### config.mk
export PLATFORM = sky130hd
export DESIGN_NAME = multicycle_controller
export DESIGN_NICKNAME = d
export VERILOG_FILES = /design/src/rtl/multicycle_controller.sv
export SDC_FILE = /design/constraint.sdc
export NUM_CORES = 1
export LEC_CHECK = 0
export ABC_AREA = 1
export BUFFER_PORTS_ARGS = -buffer_cell sky130_fd_sc_hd__buf_2
export CORE_MARGIN = 10
export CORE_UTILIZATION = 54
export DETAILED_ROUTE_END_ITERATION = 10
export PLACE_DENSITY = 0.82
export REMOVE_ABC_BUFFERS = 1
export SLEW_MARGIN = 20
export SYNTH_ARGS = -nofsm -noshare
export SYNTH_HDL_FRONTEND = slang
export SYNTH_SLANG_ARGS = --single-unit
export TNS_END_PERCENT = 100
### constraint.sdc
create_clock -name clk -period 2.13 [get_ports clk]
set_input_delay 0.3195 -clock clk [delete_from_list [all_inputs] [get_ports clk]]
set_output_delay 0.3195 -clock clk [all_outputs]
set_load 0.05 [all_outputs]
### src/rtl/multicycle_controller.sv
// Main control FSM for the multicycle RV32I core: one state per cycle, outputs decoded from state.
// FETCH and MEMREAD wait on mem_ready; MEMWRITE holds its strobe until mem_ready completes the store.
module multicycle_controller #(
    parameter logic [3:0] RESET_STATE = 4'd0,
    parameter int         INSTRET_W   = 32
) (
    input  logic                 clk,
    input  logic                 reset,
    input  logic [6:0]           op,
    input  logic [2:0]           funct3,
    input  logic                 funct7b5,
    input  logic                 zero,
    input  logic [1:0]           adr_lo,
    input  logic                 mem_ready,
    output logic                 PCWrite,
    output logic                 AdrSrc,
    output logic                 MemWrite,
    output logic [3:0]           MemWriteByte,
    output logic                 IRWrite,
    output logic [1:0]           ResultSrc,
    output logic [1:0]           ALUSrcA,
    output logic [1:0]           ALUSrcB,
    output logic [1:0]           ImmSrc,
    output logic [3:0]           ALUControl,
    output logic                 RegWrite,
    output logic                 trap,
    output logic [INSTRET_W-1:0] instret
);

    typedef enum logic [3:0] {
        FETCH    = 4'd0,
        DECODE   = 4'd1,
        MEMADR   = 4'd2,
        MEMREAD  = 4'd3,
        MEMWB    = 4'd4,
        MEMWRITE = 4'd5,
        EXECR    = 4'd6,
        ALUWB    = 4'd7,
        EXECI    = 4'd8,
        JAL      = 4'd9,
        BRANCH   = 4'd10,
        TRAP     = 4'd15
    } state_t;

    localparam logic [3:0] ALU_ADD  = 4'b0000;
    localparam logic [3:0] ALU_SUB  = 4'b0001;
    localparam logic [3:0] ALU_AND  = 4'b0010;
    localparam logic [3:0] ALU_OR   = 4'b0011;
    localparam logic [3:0] ALU_XOR  = 4'b0100;
    localparam logic [3:0] ALU_SLT  = 4'b0101;
    localparam logic [3:0] ALU_SLL  = 4'b0110;
    localparam logic [3:0] ALU_SRL  = 4'b0111;
    localparam logic [3:0] ALU_SRA  = 4'b1000;
    localparam logic [3:0] ALU_SLTU = 4'b1001;

    localparam logic [6:0] OP_LOAD  = 7'b0000011;
    localparam logic [6:0] OP_STORE = 7'b0100011;
    localparam logic [6:0] OP_R     = 7'b0110011;
    localparam logic [6:0] OP_I     = 7'b0010011;
    localparam logic [6:0] OP_JAL   = 7'b1101111;
    localparam logic [6:0] OP_BR    = 7'b1100011;

    state_t                 state_q, state_d;
    logic [1:0]             adr_lo_q, adr_lo_d;
    logic                   trap_q;
    logic [INSTRET_W-1:0]   instret_q;
    logic                   retire;
    logic                   misaligned;

    logic                   pc_write_c, mem_write_c, ir_write_c, reg_write_c;
    logic [3:0]             mem_byte_c;

    // funct7b5 only selects SUB for R-type; shifts honour it for both forms.
    function automatic logic [3:0] alu_dec(input logic [2:0] f3, input logic f7b5, input logic rtype);
        logic [3:0] r;
        case (f3)
            3'b000:  r = (rtype && f7b5) ? ALU_SUB : ALU_ADD;
            3'b001:  r = ALU_SLL;
            3'b010:  r = ALU_SLT;
            3'b011:  r = ALU_SLTU;
            3'b100:  r = ALU_XOR;
            3'b101:  r = f7b5 ? ALU_SRA : ALU_SRL;
            3'b110:  r = ALU_OR;
            default: r = ALU_AND;
        endcase
        return r;
    endfunction

    always_comb begin
        misaligned = ((funct3[1:0] == 2'b01) && adr_lo[0]) ||
                     ((funct3[1:0] == 2'b10) && (adr_lo != 2'b00));
    end

    always_comb begin
        state_d     = state_q;
        adr_lo_d    = adr_lo_q;
        retire      = 1'b0;
        pc_write_c  = 1'b0;
        mem_write_c = 1'b0;
        ir_write_c  = 1'b0;
        reg_write_c = 1'b0;
        mem_byte_c  = 4'b0000;
        AdrSrc      = 1'b0;
        ResultSrc   = 2'b00;
        ALUSrcA     = 2'b00;
        ALUSrcB     = 2'b00;
        ImmSrc      = 2'b00;
        ALUControl  = ALU_ADD;

        case (state_q)
            FETCH: begin
                ALUSrcB    = 2'b10;
                ResultSrc  = 2'b10;
                ir_write_c = mem_ready;
                pc_write_c = mem_ready;
                if (mem_ready) state_d = DECODE;
            end
            DECODE: begin
                ALUSrcA = 2'b01;
                ALUSrcB = 2'b01;
                ImmSrc  = 2'b10;
                case (op)
                    OP_LOAD, OP_STORE: state_d = MEMADR;
                    OP_R:              state_d = EXECR;
                    OP_I:              state_d = EXECI;
                    OP_JAL:            state_d = JAL;
                    OP_BR:             state_d = BRANCH;
                    default:           state_d = TRAP;
                endcase
            end
            MEMADR: begin
                ALUSrcA  = 2'b10;
                ALUSrcB  = 2'b01;
                ImmSrc   = (op == OP_STORE) ? 2'b01 : 2'b00;
                adr_lo_d = adr_lo;
                if (misaligned)          state_d = TRAP;
                else if (op == OP_STORE) state_d = MEMWRITE;
                else                     state_d = MEMREAD;
            end
            MEMREAD: begin
                AdrSrc = 1'b1;
                if (mem_ready) state_d = MEMWB;
            end
            MEMWB: begin
                ResultSrc   = 2'b01;
                reg_write_c = 1'b1;
                retire      = 1'b1;
                state_d     = FETCH;
            end
            MEMWRITE: begin
                AdrSrc      = 1'b1;
                mem_write_c = 1'b1;
                // Lane select uses the address captured in MEMADR; ALUResult has moved on.
                case (funct3[1:0])
                    2'b00:   mem_byte_c = 4'b0001 << adr_lo_q;
                    2'b01:   mem_byte_c = 4'b0011 << {adr_lo_q[1], 1'b0};
                    default: mem_byte_c = 4'b1111;
                endcase
                if (mem_ready) begin
                    retire  = 1'b1;
                    state_d = FETCH;
                end
            end
            EXECR: begin
                ALUSrcA    = 2'b10;
                ALUControl = alu_dec(funct3, funct7b5, 1'b1);
                state_d    = ALUWB;
            end
            EXECI: begin
                ALUSrcA    = 2'b10;
                ALUSrcB    = 2'b01;
                ALUControl = alu_dec(funct3, funct7b5, 1'b0);
                state_d    = ALUWB;
            end
            ALUWB: begin
                reg_write_c = 1'b1;
                retire      = 1'b1;
                state_d     = FETCH;
            end
            JAL: begin
                ALUSrcA    = 2'b01;
                ALUSrcB    = 2'b10;
                pc_write_c = 1'b1;
                state_d    = ALUWB;
            end
            BRANCH: begin
                ALUSrcA    = 2'b10;
                ALUControl = ALU_SUB;
                if (funct3[2:1] == 2'b00) begin
                    pc_write_c = zero ^ funct3[0];
                    retire     = 1'b1;
                    state_d    = FETCH;
                end else begin
                    state_d = TRAP;
                end
            end
            TRAP: begin
                state_d = TRAP;
            end
            default: begin
                state_d = TRAP;
            end
        endcase
    end

    // Enables are qualified by reset so nothing strobes while the async reset is held.
    assign PCWrite      = pc_write_c  & reset;
    assign MemWrite     = mem_write_c & reset;
    assign IRWrite      = ir_write_c  & reset;
    assign RegWrite     = reg_write_c & reset;
    assign MemWriteByte = mem_byte_c & {4{reset}};
    assign trap         = trap_q;
    assign instret      = instret_q;

    always_ff @(posedge clk or negedge reset) begin
        if (!reset) begin
            state_q   <= state_t'(RESET_STATE);
            adr_lo_q  <= 2'b00;
            trap_q    <= 1'b0;
            instret_q <= '0;
        end else begin
            state_q  <= state_d;
            adr_lo_q <= adr_lo_d;
            if (state_d == TRAP) trap_q <= 1'b1;
            if (retire)          instret_q <= instret_q + INSTRET_W'(1);
        end
    end

endmodule

==> impl_metrics.json, run 1 <==
{
  "post-synth-top-area-fraction_pct": 34.59,
  "crit_family": "buffers and inverters",
  "hold_viol_final": 0,
  "worst_r2r_endpoint": "instret[22]",
  "cp-start-kind": "flip-flop",
  "die_w_um": 92.29,
  "crit_required_ps": 1810,
  "wl_per_cell_um": 12.70,
  "synthMuxAreaShare_pct": 0,
  "root_buffer": "clkbuf_8",
  "critPathCaptureType": "output port",
  "clkTransAtPathRegs_ps": 80,
  "period_minus_slack_ps": 2021,
  "place_congestion": 0.9466,
  "worstPathCellList": "inv_1 -> nand2_2 -> nor2_4 -> inv_1 -> nor2_1 -> inv_1 -> nor2_1 -> clkbuf_4",
  "worst_slack_ps": 109.0,
  "worst-path-buf-inv": 4,
  "fillers": 464,
  "worstRegToRegCells": 8,
  "cts_max_level": 2,
  "syn-mean-instance-area_sq_um": 6.298,
  "antenna_left": 0,
  "post_cts_buffers": 0,
  "status": "completed",
  "critPathLaunch": "state_q[1]",
  "cpMaxStageDelayCell": "dfrtp_1",
  "path_depth": 8,
  "multiInputGateArea_sq_um": 1615,
  "drv_slew": 0,
  "yosysWarnings": 0,
  "setup_viol": 0,
  "vias": 2985,
  "wl_um": 7533,
  "dp_slack_ps": 368.8,
  "skew_ps": 4.255,
  "cts_buffers": 5,
  "syn_area_sq_um": 2821,
  "layout-drive-gt1-share_pct": 19.89,
  "die_h_um": 92.29,
  "firstDrtPassIters": 4,
  "cts_max_path_buffers": 2,
  "endpoint": "MemWriteByte[2]",
  "cts.sinks": 39,
  "drc_errors": 0,
  "leakagePower_nw": 1.828,
  "start_util_pct": 55.60,
  "yosysSeqAreaShare_pct": 34.59,
  "worst_slew_pin_slew_ps": 511.1,
  "max-cap-violations": 0,
  "grt_pass1_wl_um": 12590,
  "rows": 26,
  "syn_inst": 448,
  "critPathArrivalTime_ps": 1700,
  "fmax_mhz": 494.8,
  "synthToLayoutAreaGrowth_pct": 19.91,
  "netlist_top_cells_area": "dfrtp_1 (35%), nand2_1 (24%), nor2_1 (10%)",
  "layout.nets": 540,
  "synth_top_family_by_area": "simple AND/OR/NAND/NOR gates",
  "synth_fa_ha_area_share_pct": 0.4435,
  "vias_per_cell": 5.034,
  "cts_tree": "done",
  "antenna_found_initial": 0,
  "synth.distinct_cells": 31,
  "synth_compound_area_share_pct": 3.991,
  "grt_pass1_vias": 2880,
  "postLayoutCoreUtil_pct": 66.67,
  "die-area_sq_um": 8517,
  "rsz0062_at_grt": "yes",
  "clk_latency_ps": 290,
  "irDropWorstVdd_mv": 0.8702,
  "synth_xor_area_share_pct": 6.208,
  "drtIter0Drc": 206,
  "port_buffers": 70,
  "grt-ovfl-total": 0,
  "yosys.area.top_type": "dfrtp_1",
  "p_per_area_nw_per_um2": 1034,
  "crit_path_frequent_cell": "inv_1",
  "grt_usage_pct": 17.50,
  "ioPinCount": 71,
  "yosys.area_share.simple_pct": 46.43,
  "design.core.area_sq_um": 5075,
  "critPathMaxStageDelay_ps": 420,
  "power_mw": 3.498,
  "synth_seq_cells": 39,
  "diodes": 0,
  "grt_max_degree": 40,
  "slew_headroom_pct": 65.89,
  "hp-class": "input port to asynchronous set/reset pin",
  "criticalPathCategory": "flip-flop to output port",
  "r2r_slack_ps": 300,
  "hpwl_um": 6075,
  "rr_startpoint": "state_q[1]",
  "crit_path_max_fanout": 5,
  "fin_crit_sh_pct": 94.88,
  "seq_area_sq_um": 977.2
}
-- cell usage after synthesis --
cell type    n
nor2_1      75
buf_8        1
nand2_4      3
nand3_2      1
a31oi_1      1
inv_2        3
nor3b_2      1
nor3_1       9
o211ai_1     1
buf_2        2
dfrtp_1     39
o2111ai_1    1
or2_2        1
a211oi_1     1
xnor2_1      5
inv_1       48
nand4_1      3
clkbuf_1     1
nand2_2      4
nor2_2       5
ha_1         1
nor2_4       2
o21ai_0      5
a21oi_1      8
nand3b_1     4
o22ai_1      2
nand3_1     25
o21ai_1      1
nand2_1    178
buf_4        2
xor2_1      15
-- routing by layer --
metal | up-vias | track usage, % | share of wire, %
met5 | - | 0 | 0
met4 | 0 | 4.756 | 0.84
met3 | 6 | 4.808 | 6.7
met2 | 93 | 31.00 | 49
met1 | 1361 | 20.14 | 44
li1 | 1525 | - | -
-- cells in the final DEF (no fill, tap or decap), types with 7 or more instances in the layout --
cell     count
nand2_1    178
nor2_1      73
buf_2       63
inv_1       48
dfrtp_1     38
nand3_1     25
xor2_1      15
nor3_1       9
a21oi_1      8
nor2_2       7
buf_4        7
-- per-stage QoR --
step | area [sq um] | TNS (ps) | hold slack [ps] | cells
floorplan | 2778 | -3177 | 23.91 | 442
global placement | 3238 | 0 | 412.4 | 585
detailed placement | 3238 | 0 | 421.4 | 585
CTS | 3356 | 0 | 111.6 | 593
global route | 3383 | -70.54 | 129.9 | 593
finish | 3383 | 0 | 87.46 | 593
-- where the power goes --
part | total (mW) | switching, mW | internal (mW)
registers | 0.996 | 0.131 | 0.864
clock network | 0.632 | 0.253 | 0.379
logic | 1.87 | 1.42 | 0.448
total | 3.50 | 1.81 | 1.69
-- cell type report --
class                           count  share of cell area, %
Multi-Input combinational cell    352                  47.74
Sequential cell                    39                  28.88
Timing Repair Buffer               73                  11.65
Inverter                           51                  5.658
Tap cell                           70                  2.589
Clock buffer                        6                  2.441
Clock inverter                      2                  1.036
-- state kept, by name, summed over array words and instances (netlist names) --
name / cells
adr_lo_q: 2
trap: 1
instret: 32
state_q: 4
-- worst min path at each step --
stage / startpoint / to / slack (ps) / cells past startpoint
after floorplan: reset / adr_lo_q[0] / 20 / 0
after global routing: reset / instret[4] / 130 / 2
final: reset / adr_lo_q[1] / 90 / 2
after CTS: reset / adr_lo_q[1] / 110 / 2
after global placement: reset / adr_lo_q[1] / 410 / 2
after detailed placement: reset / instret[18] / 420 / 2
-- logic make-up after synthesis --
family / after synthesis
AND/OR/NAND/NOR: 311
AO/OA/AOI/OAI: 20
XOR/XNOR: 20
flip-flops: 39
buffers and inverters: 57
adder cells (fa/ha/maj): 1
-- worst reg2reg max path, cell delays in order, from the launching register on --
cell	delay [ps]
dfrtp_1	410
inv_1	80
nand2_2	140
nor2_4	50
nand2_1	70
nand3_2	410
inv_2	420
nand2_1	90
nand2_1	90
-- timing repair --
| action | in CTS | in global routing |
|---|---|---|
| endpoints found under the setup margin | 0 | 9 |
| gates resized for setup | 0 | 17 |
| hold buffers | 0 | 0 |
Power figures use the tool's default switching activity.
==> run 2, diff against run 1 <==
Settings changed: RECOVER_POWER set to 100.
==> run 2 against run 1 <==
Power is 1.5% lower. Die area did not move. Global-route usage stayed put. First-iteration DRC count decreased by 1.9%. Count of clock-buffer cells in the layout is the same. Clock power barely moved. Worst setup slack lost 19 ps. Combinational power shrank 3%. Routed wire length is 0.54% lower.
==> impl_metrics.json, run 2 (synthesized netlist as in run 1, its figures left out) <==
{
  "critPathMaxStageDelay_ps": 430,
  "wl_per_cell_um": 12.63,
  "rows": 26,
  "path_depth": 8,
  "grtUsageMet2_pct": 31.00,
  "final_common_cell": "nand2_1",
  "status": "completed",
  "largest_reg_flops": 32,
  "cts_max_level": 2,
  "busiest_layer": "met2",
  "port_buffers": 70,
  "worst_slew_pin_slew_ps": 927.1,
  "crit_family": "buffers and inverters",
  "worstRegToRegCells": 7,
  "fin_crit_sh_pct": 95.77,
  "cpMaxStageDelayCell": "dfrtp_1",
  "grt_pass1_wl_um": 12590,
  "grt_usage_pct": 17.50,
  "clk_latency_ps": 290,
  "p_comb_share_pct": 52.7,
  "met1_usage_pct": 20.14,
  "die_h_um": 92.29,
  "slew_headroom_pct": 38.19,
  "switchingPower_mw": 1.791,
  "critPathCaptureType": "output port",
  "worst-path-buf-inv": 4,
  "grt_max_degree": 40,
  "hp-class": "input port to asynchronous set/reset pin",
  "crit_required_ps": 1810,
  "layout-drive-gt1-share_pct": 11.66,
  "leakagePower_nw": 1.676,
  "ioPinCount": 71,
  "final_cell_mix": "nand2_1 (181), nor2_1 (77), inv_1 (49), dfrtp_1 (38), clkbuf_1 (35)",
  "period_minus_slack_ps": 2040,
  "drtIter0Drc": 202,
  "vias_per_cell": 5.030,
  "p_per_area_nw_per_um2": 1042,
  "die_w_um": 92.29,
  "place_congestion": 0.9466,
  "grt_pass1_vias": 2880,
  "design.core.area_sq_um": 5075,
  "seqPwrFrac_pct": 28.9,
  "crit_path_frequent_cell": "inv_1",
  "p_clk_share_pct": 18.3,
  "antenna_found_initial": 0,
  "hold_slack_ps": 258.9,
  "rsz0062_at_grt": "yes",
  "cp-start-kind": "flip-flop",
  "setup_viol": 0,
  "synthToLayoutAreaGrowth_pct": 17.21,
  "clkTransAtPathRegs_ps": 80,
  "max-cap-violations": 0,
  "vias": 2983,
  "skew_ps": 5.140,
  "firstDrtPassIters": 5,
  "antenna_left": 0,
  "cts.sinks": 39,
  "diodes": 0,
  "root_buffer": "clkbuf_8",
  "drv_slew": 0,
  "p_int_mw": 1.656,
  "irDropWorstVdd_mv": 0.8121,
  "sw_frac_of_total_pct": 51.96,
  "cts_max_path_buffers": 2,
  "critPathArrivalTime_ps": 1720,
  "die-area_sq_um": 8517,
  "fillers": 490,
  "cts_buffers": 5,
  "wl_um": 7492,
  "fmax_mhz": 490.2,
  "grt-ovfl-total": 0,
  "start_util_pct": 55.60,
  "layout.nets": 540,
  "drc_errors": 0,
  "crit_path_max_fanout": 5,
  "hold_viol_final": 0,
  "worstPathCellList": "inv_1 -> nand2_2 -> nor2_4 -> inv_1 -> nor2_1 -> inv_1 -> nor2_1 -> clkbuf_4",
  "fin_setup_tns_ps": 0,
  "cts_tree": "done",
  "criticalPathCategory": "flip-flop to output port",
  "grtUsageMet3_pct": 4.808,
  "hpwl_um": 6075
}
run 2: cell count changes in the layout (fill, tap and decap cells not counted), sizes merged:
cell	change
clkbuf	+44
buf	-44
run 2: stage by stage:
| stage | std cells | setup slack (ps) | util (%) | instance area [sq um] | total power [mW] |
|---|---|---|---|---|---|
| 2_1_floorplan | 442 | -530.6 | - | 2778 | 2.374 |
| 3_3_place_gp | 585 | 422.6 | 63.81 | 3238 | 2.822 |
| 3_5_place_dp | 585 | 368.8 | 63.81 | 3238 | 2.851 |
| 4_1_cts | 593 | 68.96 | 66.12 | 3356 | 3.493 |
| 5_1_grt | 593 | -40.20 | 65.16 | 3307 | 3.690 |
| 6_report | 593 | 90.07 | 65.16 | 3307 | 3.447 |
run 2: power groups by stage:
stage | clock network (mW) | logic [mW] | registers, mW
detailed placement | 0 | 1.85 | 1.00
global placement | 0 | 1.83 | 0.996
global route | 0.689 | 1.98 | 1.02
floorplan | 0 | 1.18 | 1.19
finish | 0.632 | 1.82 | 0.998
CTS | 0.649 | 1.85 | 0.990
run 2: layer usage:
layer  vias up  routed length (um)
met1      1352                3260
met5         -                   0
met2        95                3637
met4         0                  86
met3        11                 508
li1       1525                   -
run 2: cell type report:
class                   count  area (sq um)  share of cell area [%]
clock inverters             2         35.03                   1.059
well taps                  70         87.58                   2.649
flip-flops and latches     39         977.2                   29.55
inverters                  51         191.4                   5.789
clock buffers               6         82.58                   2.497
multi-input cells         352          1588                   48.01
repair buffers             73         345.3                   10.44
run 2: worst register-to-register path: stages (launching register included):
cell and delay [ps]:
dfrtp_2 440, inv_1 100, nand2_1 100, nor2_1 220, nand2_1 110, nand3_2 350, clkbuf_2 310, xor2_1 170
run 2: final timing paths:
check                                        to  slack, ps        from
worst max-delay path            MemWriteByte[2]         90  state_q[1]
worst min-delay path                adr_lo_q[1]        260       reset
worst min register to register             trap        480        trap
min in group clk                    adr_lo_q[0]        320   adr_lo[0]
max in group asynchronous            state_q[2]       1240       reset
worst max register to register       instret[0]        250  state_q[2]
run 2: timing repair:
item                       in CTS  in global routing
hold endpoints to repair        0                  0
hold buffers                    0                  0
buffers inserted                0                  0
setup endpoints to repair       0                  9
gates resized for setup         0                 17
==> run 3, diff against run 2 <==
Settings changed: CORE_UTILIZATION 54 to 55, PLACE_DENSITY 0.82 to 0.83.
Clock period 2.13 ns to 2.55 ns, I/O delays scaled along.
==> run 3 against run 2 <==
First-iteration DRC count decreased by 21%. Via count decreased by 1.4%. Worst setup slack improved by 240 ps. Count of clock-buffer cells in the layout increased by 1. The run now ends with capacitance limit, slew limit left. Worst hold slack improved by 120 ps. Global-route usage increased by 0.96 points. Combinational power decreased by 20%. Non-clock buffer count decreased by 1. Largest power group unchanged. Routed wire length increased by 1.4%. Die area decreased by 1.4%.
==> impl_metrics.json, run 3 (synthesized netlist as in run 1, its figures left out) <==
{
  "diodes": 0,
  "cts.sinks": 39,
  "cp-start-kind": "flip-flop",
  "die_h_um": 91.63,
  "design.core.area_sq_um": 5042,
  "irDropWorstVdd_mv": 0.8528,
  "ioPinCount": 71,
  "worstRegToRegCells": 9,
  "crit_required_ps": 2770,
  "rows": 26,
  "worst_slack_ps": 330.3,
  "period_minus_slack_ps": 2220,
  "place_congestion": 0.9157,
  "wl_per_cell_um": 12.83,
  "max-cap-violations": 1,
  "final_common_cell": "nand2_1",
  "critPathArrivalTime_ps": 2440,
  "firstDrtPassIters": 5,
  "hpwl_um": 6148,
  "antenna_found_initial": 0,
  "crit_path_max_fanout": 19,
  "hold_start": "adr_lo[0]",
  "drc_errors": 0,
  "rr_startpoint": "state_q[0]",
  "grt-ovfl-total": 0,
  "grt_pass1_vias": 2942,
  "fillers": 511,
  "hold_viol_final": 0,
  "antenna_left": 0,
  "worst_slew_pin_slew_ps": 2071,
  "hold_depth": 3,
  "cts_max_level": 2,
  "wl_um": 7598,
  "critPathCaptureType": "flip-flop",
  "vias_per_cell": 4.968,
  "drv_slew": 40,
  "layout.nets": 539,
  "cts_max_path_buffers": 2,
  "cts_tree": "done",
  "grt_pass1_wl_um": 13130,
  "skew_ps": 4.882,
  "seq_area_sq_um": 975.9,
  "fmax_mhz": 450.5,
  "worst_r2r_endpoint": "instret[8]",
  "fin_crit_sh_pct": 87.05,
  "die-area_sq_um": 8395,
  "dp_slack_ps": 746.0,
  "layout-drive-gt1-share_pct": 8.238,
  "criticalPathCategory": "flip-flop to flip-flop",
  "clk_latency_ps": 290,
  "clkTransAtPathRegs_ps": 80,
  "drtIter0Drc": 160,
  "final_cell_mix": "nand2_1 (178), nor2_1 (80), inv_1 (49), clkbuf_1 (48), dfrtp_1 (39)",
  "leakagePower_nw": 1.616,
  "r2r_slack_ps": 330,
  "port_buffers": 70,
  "rsz0062_at_grt": "no",
  "violations": "capacitance limit, slew limit",
  "hp-class": "input port to flip-flop",
  "p_per_area_nw_per_um2": 837.2,
  "cts_resized": 0,
  "holdPathEnd": "adr_lo_q[0]",
  "fin_setup_tns_ps": 0,
  "multiInputGateArea_sq_um": 1583,
  "start_util_pct": 55.96,
  "die_w_um": 91.63,
  "synthToLayoutAreaGrowth_pct": 14.19,
  "grt_usage_pct": 18.46,
  "cts_buffers": 5,
  "largest_reg_flops": 32,
  "grt_max_degree": 40,
  "status": "finished with violations",
  "cts_hold_buffers": 0,
  "setup_viol": 0,
  "root_buffer": "clkbuf_8",
  "vias": 2941,
  "post_cts_buffers": 0,
  "slew_headroom_pct": -38.05
}
[run 3: area by class of cell]
class | instances | share of cell area, %
Multi-Input combinational cell | 352 | 49.13
Sequential cell | 39 | 30.29
Timing Repair Buffer | 72 | 9.398
Inverter | 51 | 5.942
Tap cell | 70 | 2.718
Clock buffer | 7 | 2.369
Clock inverter | 1 | 0.1553
[run 3: per-layer routing]
metal	GRT usage [%]	vias up	share of wire, %
met5	0	-	0
met4	7.963	0	2.5
met3	4.808	14	7.0
met2	31.40	94	47
met1	21.40	1312	43
li1	-	1521	-
[run 3: metrics by stage]
| step | util, % | power (mW) | cells | hold slack (ps) | area (sq um) |
|---|---|---|---|---|---|
| final | 63.90 | 2.697 | 592 | 380.0 | 3222 |
| after global routing | 63.90 | 2.900 | 592 | 392.3 | 3222 |
| after CTS | 65.68 | 2.760 | 592 | 171.5 | 3312 |
| after detailed placement | 64.07 | 2.352 | 584 | 444.4 | 3231 |
| after global placement | 64.07 | 2.328 | 584 | 442.4 | 3231 |
| after floorplan | - | 1.983 | 442 | 86.91 | 2778 |
[run 3: critical path: stages (launching register included)]
cell      delay, ps
dfrtp_1         420
nor2_1          170
clkinv_1        140
nand2_1          70
nand2_1          80
nand3_1         400
clkbuf_2        490
nand2_4          80
nor2_1          130
xor2_1          150
[run 3: worst max path at each step]
stage	slack [ps]	to	from
finish	330	instret[8]	state_q[0]
detailed placement	750	instret[8]	funct3[1]
floorplan	-170	PCWrite	state_q[0]
global route	120	instret[7]	state_q[0]
global placement	770	instret[7]	funct3[1]
CTS	430	ALUControl[0]	state_q[3]
[run 3: report_power, final]
| part | internal, mW | switching, mW | total (mW) |
|---|---|---|---|
| clock | 0.192 | 0.217 | 0.409 |
| sequential | 0.720 | 0.112 | 0.832 |
| combinational | 0.304 | 1.15 | 1.46 |
| total | 1.22 | 1.48 | 2.70 |
